--- config.mk ---
export PLATFORM = sky130hd
export DESIGN_NAME = wide_add_sequencer
export DESIGN_NICKNAME = d
export VERILOG_FILES = /design/src/rtl/wide_add_sequencer.sv
export SDC_FILE = /design/constraint.sdc
export NUM_CORES = 1
export LEC_CHECK = 0
export CAP_MARGIN = 20
export CORE_MARGIN = 2
export CORE_UTILIZATION = 50
export DETAILED_ROUTE_END_ITERATION = 10
export GPL_TIMING_DRIVEN = 0
export MAX_ROUTING_LAYER = met4
export PLACE_DENSITY = 0.85
export SYNTH_ARGS = -nofsm -noshare
export SYNTH_HDL_FRONTEND = slang
export SYNTH_SLANG_ARGS = --single-unit
--- constraint.sdc ---
create_clock -name clk -period 12.85 [get_ports clk]
set_clock_uncertainty 0.2 [all_clocks]
set_input_delay 1.285 -clock clk [delete_from_list [all_inputs] [get_ports clk]]
set_output_delay 1.285 -clock clk [all_outputs]
set_load 0.01 [all_outputs]
--- src/rtl/wide_add_sequencer.sv ---
// Adds two WORDS*W-bit operands one word per step through a shared external W-bit adder.
// The adder has no carry-in, so an incoming word carry costs a second pass that adds 1.
module wide_add_sequencer #(
  parameter int W     = 16,
  parameter int WORDS = 4
) (
  input  logic                 clk,
  input  logic                 rst,
  input  logic                 start_valid,
  output logic                 start_ready,
  input  logic [W*WORDS-1:0]   a_in,
  input  logic [W*WORDS-1:0]   b_in,
  input  logic                 cin,
  output logic [W-1:0]         adder_a,
  output logic [W-1:0]         adder_b,
  input  logic [W-1:0]         adder_sum,
  input  logic                 adder_cout,
  output logic                 result_valid,
  input  logic                 result_ready,
  output logic [W*WORDS-1:0]   sum_out,
  output logic                 cout_out,
  output logic                 busy
);

  localparam int IW = (WORDS > 1) ? $clog2(WORDS) : 1;
  localparam logic [IW-1:0] LAST_IDX = IW'(WORDS - 1);

  typedef enum logic [1:0] {
    S_IDLE = 2'd0,
    S_ADD  = 2'd1,
    S_FIX  = 2'd2,
    S_DONE = 2'd3
  } state_t;

  state_t               state_q, state_d;
  logic [W*WORDS-1:0]   a_q, a_d;
  logic [W*WORDS-1:0]   b_q, b_d;
  logic [W*WORDS-1:0]   sum_q, sum_d;
  logic [IW-1:0]        idx_q, idx_d;
  logic                 carry_q, carry_d;
  logic [W-1:0]         partial_q, partial_d;
  logic                 pc_q, pc_d;
  logic [W*WORDS-1:0]   sum_out_q, sum_out_d;
  logic                 cout_out_q, cout_out_d;
  logic                 advance_s;

  // State and datapath registers; reset aborts any operation in flight.
  always_ff @(posedge clk or posedge rst) begin
    if (rst) begin
      state_q    <= S_IDLE;
      a_q        <= '0;
      b_q        <= '0;
      sum_q      <= '0;
      idx_q      <= '0;
      carry_q    <= 1'b0;
      partial_q  <= '0;
      pc_q       <= 1'b0;
      sum_out_q  <= '0;
      cout_out_q <= 1'b0;
    end else begin
      state_q    <= state_d;
      a_q        <= a_d;
      b_q        <= b_d;
      sum_q      <= sum_d;
      idx_q      <= idx_d;
      carry_q    <= carry_d;
      partial_q  <= partial_d;
      pc_q       <= pc_d;
      sum_out_q  <= sum_out_d;
      cout_out_q <= cout_out_d;
    end
  end

  // Next-state, word sequencing and adder operand selection.
  always_comb begin
    state_d    = state_q;
    a_d        = a_q;
    b_d        = b_q;
    sum_d      = sum_q;
    idx_d      = idx_q;
    carry_d    = carry_q;
    partial_d  = partial_q;
    pc_d       = pc_q;
    sum_out_d  = sum_out_q;
    cout_out_d = cout_out_q;
    adder_a    = '0;
    adder_b    = '0;
    advance_s  = 1'b0;

    case (state_q)
      S_IDLE: begin
        if (start_valid) begin
          a_d     = a_in;
          b_d     = b_in;
          carry_d = cin;
          idx_d   = '0;
          sum_d   = '0;
          state_d = S_ADD;
        end else begin
          state_d = S_IDLE;
        end
      end
      S_ADD: begin
        adder_a = a_q[idx_q*W +: W];
        adder_b = b_q[idx_q*W +: W];
        if (carry_q) begin
          partial_d = adder_sum;
          pc_d      = adder_cout;
          state_d   = S_FIX;
        end else begin
          sum_d[idx_q*W +: W] = adder_sum;
          carry_d             = adder_cout;
          advance_s           = 1'b1;
        end
      end
      S_FIX: begin
        // Second pass folds the incoming carry in; pc and this cout are mutually exclusive.
        adder_a             = partial_q;
        adder_b             = W'(1);
        sum_d[idx_q*W +: W] = adder_sum;
        carry_d             = pc_q | adder_cout;
        advance_s           = 1'b1;
      end
      S_DONE: begin
        if (result_ready) begin
          state_d = S_IDLE;
        end else begin
          state_d = S_DONE;
        end
      end
      default: begin
        state_d = S_IDLE;
      end
    endcase

    if (advance_s) begin
      if (idx_q == LAST_IDX) begin
        state_d    = S_DONE;
        sum_out_d  = sum_d;
        cout_out_d = carry_d;
      end else begin
        idx_d   = idx_q + IW'(1);
        state_d = S_ADD;
      end
    end else begin
      idx_d = idx_d;
    end
  end

  assign start_ready  = (state_q == S_IDLE);
  assign result_valid = (state_q == S_DONE);
  assign busy         = (state_q == S_ADD) || (state_q == S_FIX);
  assign sum_out      = sum_out_q;
  assign cout_out     = cout_out_q;

endmodule
=== Word level (Yosys, flattened, before mapping) ===
Index checks and enable logic that the tools add are counted.

* Latch bits: 0
* Memory bits (read-only): 0
* Register bits: 279
* Bits in writable memories: 0
* Bits of input ports: 150
* Word-level logic and storage cells: 50
* Memories kept: 0
* Output and inout port bits: 100

* Reduce and logical (&&, ||, !) cells: 7
* Eq/ne operators: 5
* $add $sub $neg: 2
* Bitwise operators: 1
* Magnitude comparators: 0
* Multipliers: 0
* Shifts and indexed selects: 4
* Divide/modulo/power cells: 0
* Multiplexer cells: 21

{| class="wikitable"
|+ Operators by type and width
! kind !! count
|-
| $pmux W64 S3 || 1
|-
| $mux W64 || 2
|-
| $shiftx A64 B7 Y16 || 2
|-
| $bwmux W64 || 1
|-
| $pmux W16 S2 || 2
|-
| $shift A16 B34 Y64 const A || 1
|-
| $shiftx A16 B34 Y64 || 1
|-
| $neg A6 Y34 || 1
|-
| $mux W2 || 8
|-
| $reduce_and A2 Y1 || 4
|-
| $eq A2 B2 Y1 const B || 3
|-
| $pmux W2 S3 || 1
|-
| $mux W1 || 4
|-
| $reduce_bool A4 Y1 || 1
|-
| $ne A3 B3 Y1 const B || 1
|-
| $pmux W1 S3 || 1
|-
| $add A2 B1 Y2 const B || 1
|-
| $eq A2 B1 Y1 const B || 1
|-
| $logic_not A2 Y1 || 1
|-
| $pmux W1 S2 || 1
|-
| $logic_or A1 B1 Y1 || 1
|-
| $or A1 B1 Y1 || 1
|}

=== Logic depth before layout (Yosys ltp) ===
* Depth after elaboration: 5
* Gate-level depth with buffers: 11
* Gate-level depth less buffers: 6

=== Worst setup path after synthesis ===
OpenSTA, ideal clock, no wires.

* Path type: reg-to-output
* From: reg state_q[0]
* To: out adder_a[0]
* Required time: 11.365 ns
* Path buffers: 2
* Cell stages (with the launch flop): 7
* Arrival: 1.783 ns
* Path slack: 9.582 ns
* Cell sequence: dfrtp_1 -> inv_1 -> ha_1 -> and2_1 -> clkbuf_1 -> clkbuf_1 -> a22o_1

* Word-level cells in the longest chain between the ends: 2
* Elaborated cells between the ends (all ways): 3

{| class="wikitable"
|+ Ends and longest elaborated chain
! what !! RTL line !! RTL
|-
| from (decl) || 35 || <nowiki>state_t state_q, state_d;</nowiki>
|-
| from (signal assigned) || 61 || <nowiki>state_q <= state_d;</nowiki>
|-
| $eq A2 B2 Y1 / $eq A2 B1 Y1 (equally long branches) || 90 || <nowiki>case (state_q)</nowiki>
|-
| $pmux W16 S2 * || 90 ||
|-
| to (decl) || 14 || <nowiki>output logic [W-1:0] adder_a,</nowiki>
|}

Every way passes the cells marked *; elsewhere a longest branch is shown, timed or not.

=== Worst setup path after layout ===
* From: reg state_q[0]
* To: out adder_a[3]

Same word-level chain as after synthesis.

==> impl_metrics.py <==
metrics = {
    "clocking": {
        "clk_path_buf_depth": 3,
        "cts_max_level": 1,
        "cts-root-buf": "clkbuf_16",
        "hold_buffers": 0,
        "clk_pin_slew_worst_paths_ns": 0.06,
        "postCtsSetupRepairBufs": 0,
        "post_cts_resized": 0,
        "clock-sinks": 279,
        "clkLatencyLatePin_ns": 0.54,
        "cts_buffers": 29,
        "cts_tree": "yes",
    },
    "yosys": {
        "synth_seq_cells": 279,
        "avgSynthCellArea_sq_um": 13.83,
        "synth.most_common_cell": "dfrtp_1",
        "synth_area_sq_um": 12170,
        "yosysWarnings": 0,
        "synth_top_cell_area_share_pct": 57.38,
        "synth.distinct_cells": 49,
        "synth_flop_cell": "dfrtp_1",
        "synth_common_cells": "279 x dfrtp_1, 164 x mux2_2, 61 x a22o_1",
        "netlist_top_cells_area": "dfrtp_1 57%, mux2_2 15%, mux4_2 5.9%, a22o_1 4.4%, a22oi_1 2.8%",
        "synth_nets": 1040,
        "synth_edf_count": 0,
        "synthArstFlopShare_pct": 100.0,
        "yosys.area.top_type": "dfrtp_1",
        "ys_seq_area_share_pct": 57.38,
        "synth_cells": 880,
    },
    "setup_path": {
        "crit_chain": "inv_1, ha_1, and2_1, clkbuf_1, clkbuf_1, a22o_1, clkdlybuf4s50_1",
        "r2r_cells": 9,
        "criticalPathCategory": "register to output port",
        "arrival_ns": 3.39,
        "critical_path.startpoint_type": "register",
        "crit_fanout": 10,
        "worstPathRequired_ns": 11.36,
        "max_stage_delay_ns": 0.60,
        "r2r_end": "sum_out[51]$_DFFE_PP0P_",
        "rr_startpoint": "idx_q[1]$_DFF_PP0_",
        "critPathBufInv": 4,
        "critical-path-top-delay-family": "buffers and inverters",
        "crit_slowest_cell": "clkdlybuf4s50_1",
        "rrSetupSlack_ns": 9.25,
        "end_kind": "output port",
        "cp_common_cell": "clkbuf_1",
    },
    "pwr": {
        "p_clk_share_pct": 21.6,
        "p_int_mw": 2.520,
        "total_power_mw": 3.756,
        "switchingPower_mw": 1.236,
        "seqPwrFrac_pct": 37.8,
        "peakVddDrop_mv": 0.1195,
        "power_density_nw_per_um2": 236.2,
        "comb_power_share_pct": 40.6,
        "power.leakage_nw": 6.772,
        "swShare_pct": 32.92,
    },
    "sta": {
        "slew_violations": 0,
        "finalHoldViolations": 0,
        "timing.fmax_ghz": 0.2050,
        "relSlewSlack_pct": 44.80,
        "setup-tns-final_ns": 0,
        "worst_pin_slew_ns": 0.8280,
        "rsz0062_at_grt": "false",
        "finalCritPeriodShare_pct": 37.96,
        "setup_viol_count_final": 0,
        "min_period_ns": 4.877,
    },
    "hold_path": {
        "worstHoldEndpoint": "a_q[40]$_DFFE_PP0P_",
        "min_from": "a_q[40]$_DFFE_PP0P_",
        "hp-class": "register to register",
        "holdPathStages": 1,
    },
    "route": {
        "antenna_left": 0,
        "drt_iter0_drc": 648,
        "wl_met2_um": 16260,
        "dr.max_layer_used": "met4",
        "num_vias": 8554,
        "firstDrtPassIters": 5,
        "m1WireLength_um": 13840,
        "drcViolationCount": 0,
        "wl_per_cell_um": 22.23,
        "dr_wl_met3_um": 2354,
        "vias_per_cell": 5.726,
        "drt_wl_total_um": 33220,
    },
    "global_routing": {
        "grt_max_degree": 131,
        "antenna_found_initial": 1,
        "grt_first_pass_wirelength_um": 51850,
        "grt-ovfl-total": 0,
        "grt_use_total_pct": 26.93,
        "grt_pass1_vias": 8977,
    },
    "placed_design": {
        "dpl.hpwl_um": 23810,
        "place_congestion": 0.9068,
        "port_buffers": 234,
    },
    "layout": {
        "fillers": 1758,
        "drive_gt1_share_pct": 25.32,
        "syn2layout_area_growth_pct": 30.67,
        "final_nets": 1307,
    },
    "floorplan": {
        "die_width_um": 160,
        "die_height_um": 160,
        "die_area_sq_um": 25600,
        "row_count": 57,
        "ios": 250,
        "initial_core_util_pct": 50.48,
        "coreArea_sq_um": 24110,
    },
    "run_status": {
        "outcome": "complete, no violations",
    },
    "run": {
        "drv_cap": 0,
    },
}
-- how the worst max path moves through the flow --
stage | start | to | cells past startpoint | slack, ns
2_1_floorplan | rst | a_q[0]$_DFFE_PP0P_ | 1 | 3.67
3_3_place_gp | rst | sum_out[15]$_DFFE_PP0P_ | 2 | 0.44
3_5_place_dp | state_q[0]$_DFFE_PP0P_ | adder_a[3] | 7 | 8.56
4_1_cts | state_q[0]$_DFFE_PP0P_ | adder_a[3] | 7 | 7.97
5_1_grt | state_q[0]$_DFFE_PP0P_ | adder_a[3] | 7 | 7.81
6_report | state_q[0]$_DFFE_PP0P_ | adder_a[3] | 7 | 7.97
-- final cells by class --
cell class	instances	area (sq um)	area share [%]
flip-flops and latches	279	6982	43.91
multi-input cells	510	4767	29.98
repair buffers	236	2397	15.08
clock buffers	41	830.8	5.225
well taps	324	405.4	2.550
plain buffers	76	362.8	2.282
clock inverters	12	88.84	0.5587
inverters	15	63.81	0.4013
diodes	1	2.502	0.01574
-- per-layer routing --
| metal | global-route usage (%) | vias up |
|---|---|---|
| met3 | 4.961 | 51 |
| met2 | 43.74 | 312 |
| li1 | - | 3778 |
| met5 | - | - |
| met1 | 35.65 | 4413 |
| met4 | 6.347 | 0 |
-- power groups by stage --
stage / registers [mW] / clock network, mW / logic (mW)
after CTS: 1.42 / 0.819 / 1.53
after floorplan: 1.40 / 0 / 0.941
after detailed placement: 1.43 / 0 / 1.52
final: 1.42 / 0.810 / 1.53
after global placement: 1.41 / 0 / 1.48
after global routing: 1.46 / 0.855 / 1.64
-- cell usage in the layout (no fill, tap or decap), types with 32 or more instances in the layout --
master,count
nor2_1,49
mux4_2,32
dfrtp_1,279
buf_2,37
mux2_2,164
clkdlybuf4s50_1,234
a22o_1,61
a22oi_1,45
a21oi_1,47
-- metrics by stage --
step	hold WS (ns)	area [sq um]	worst slack [ns]	util (%)	cells
finish	0.3015	15900	7.973	65.96	1494
global placement	0.2794	14920	0.4423	61.88	1438
global route	0.3104	15900	7.806	65.96	1494
floorplan	0.2502	12170	3.671	-	880
CTS	0.3029	15900	7.971	65.95	1493
detailed placement	0.2827	14980	8.559	62.14	1440
-- cells by family (layout without fill, tap and decap cells) --
family	after synthesis	in the layout	share of synthesized area, %
flops	279	279	57.38
mux	212	212	22.42
compound gates	192	192	11.62
simple gates	96	96	4.113
buf+inv	91	380	3.445
fa+ha+maj	10	10	1.028
other cells	0	1	0
-- sequential cells by signal, indices dropped and copies added, names as in the netlist --
signal	flops
idx_q	2
sum_out	64
partial_q	16
state_q	2
a_q	64
sum_q	64
cout_out	1
pc_q	1
b_q	64
carry_q	1
(Power assumes the default switching activity.)
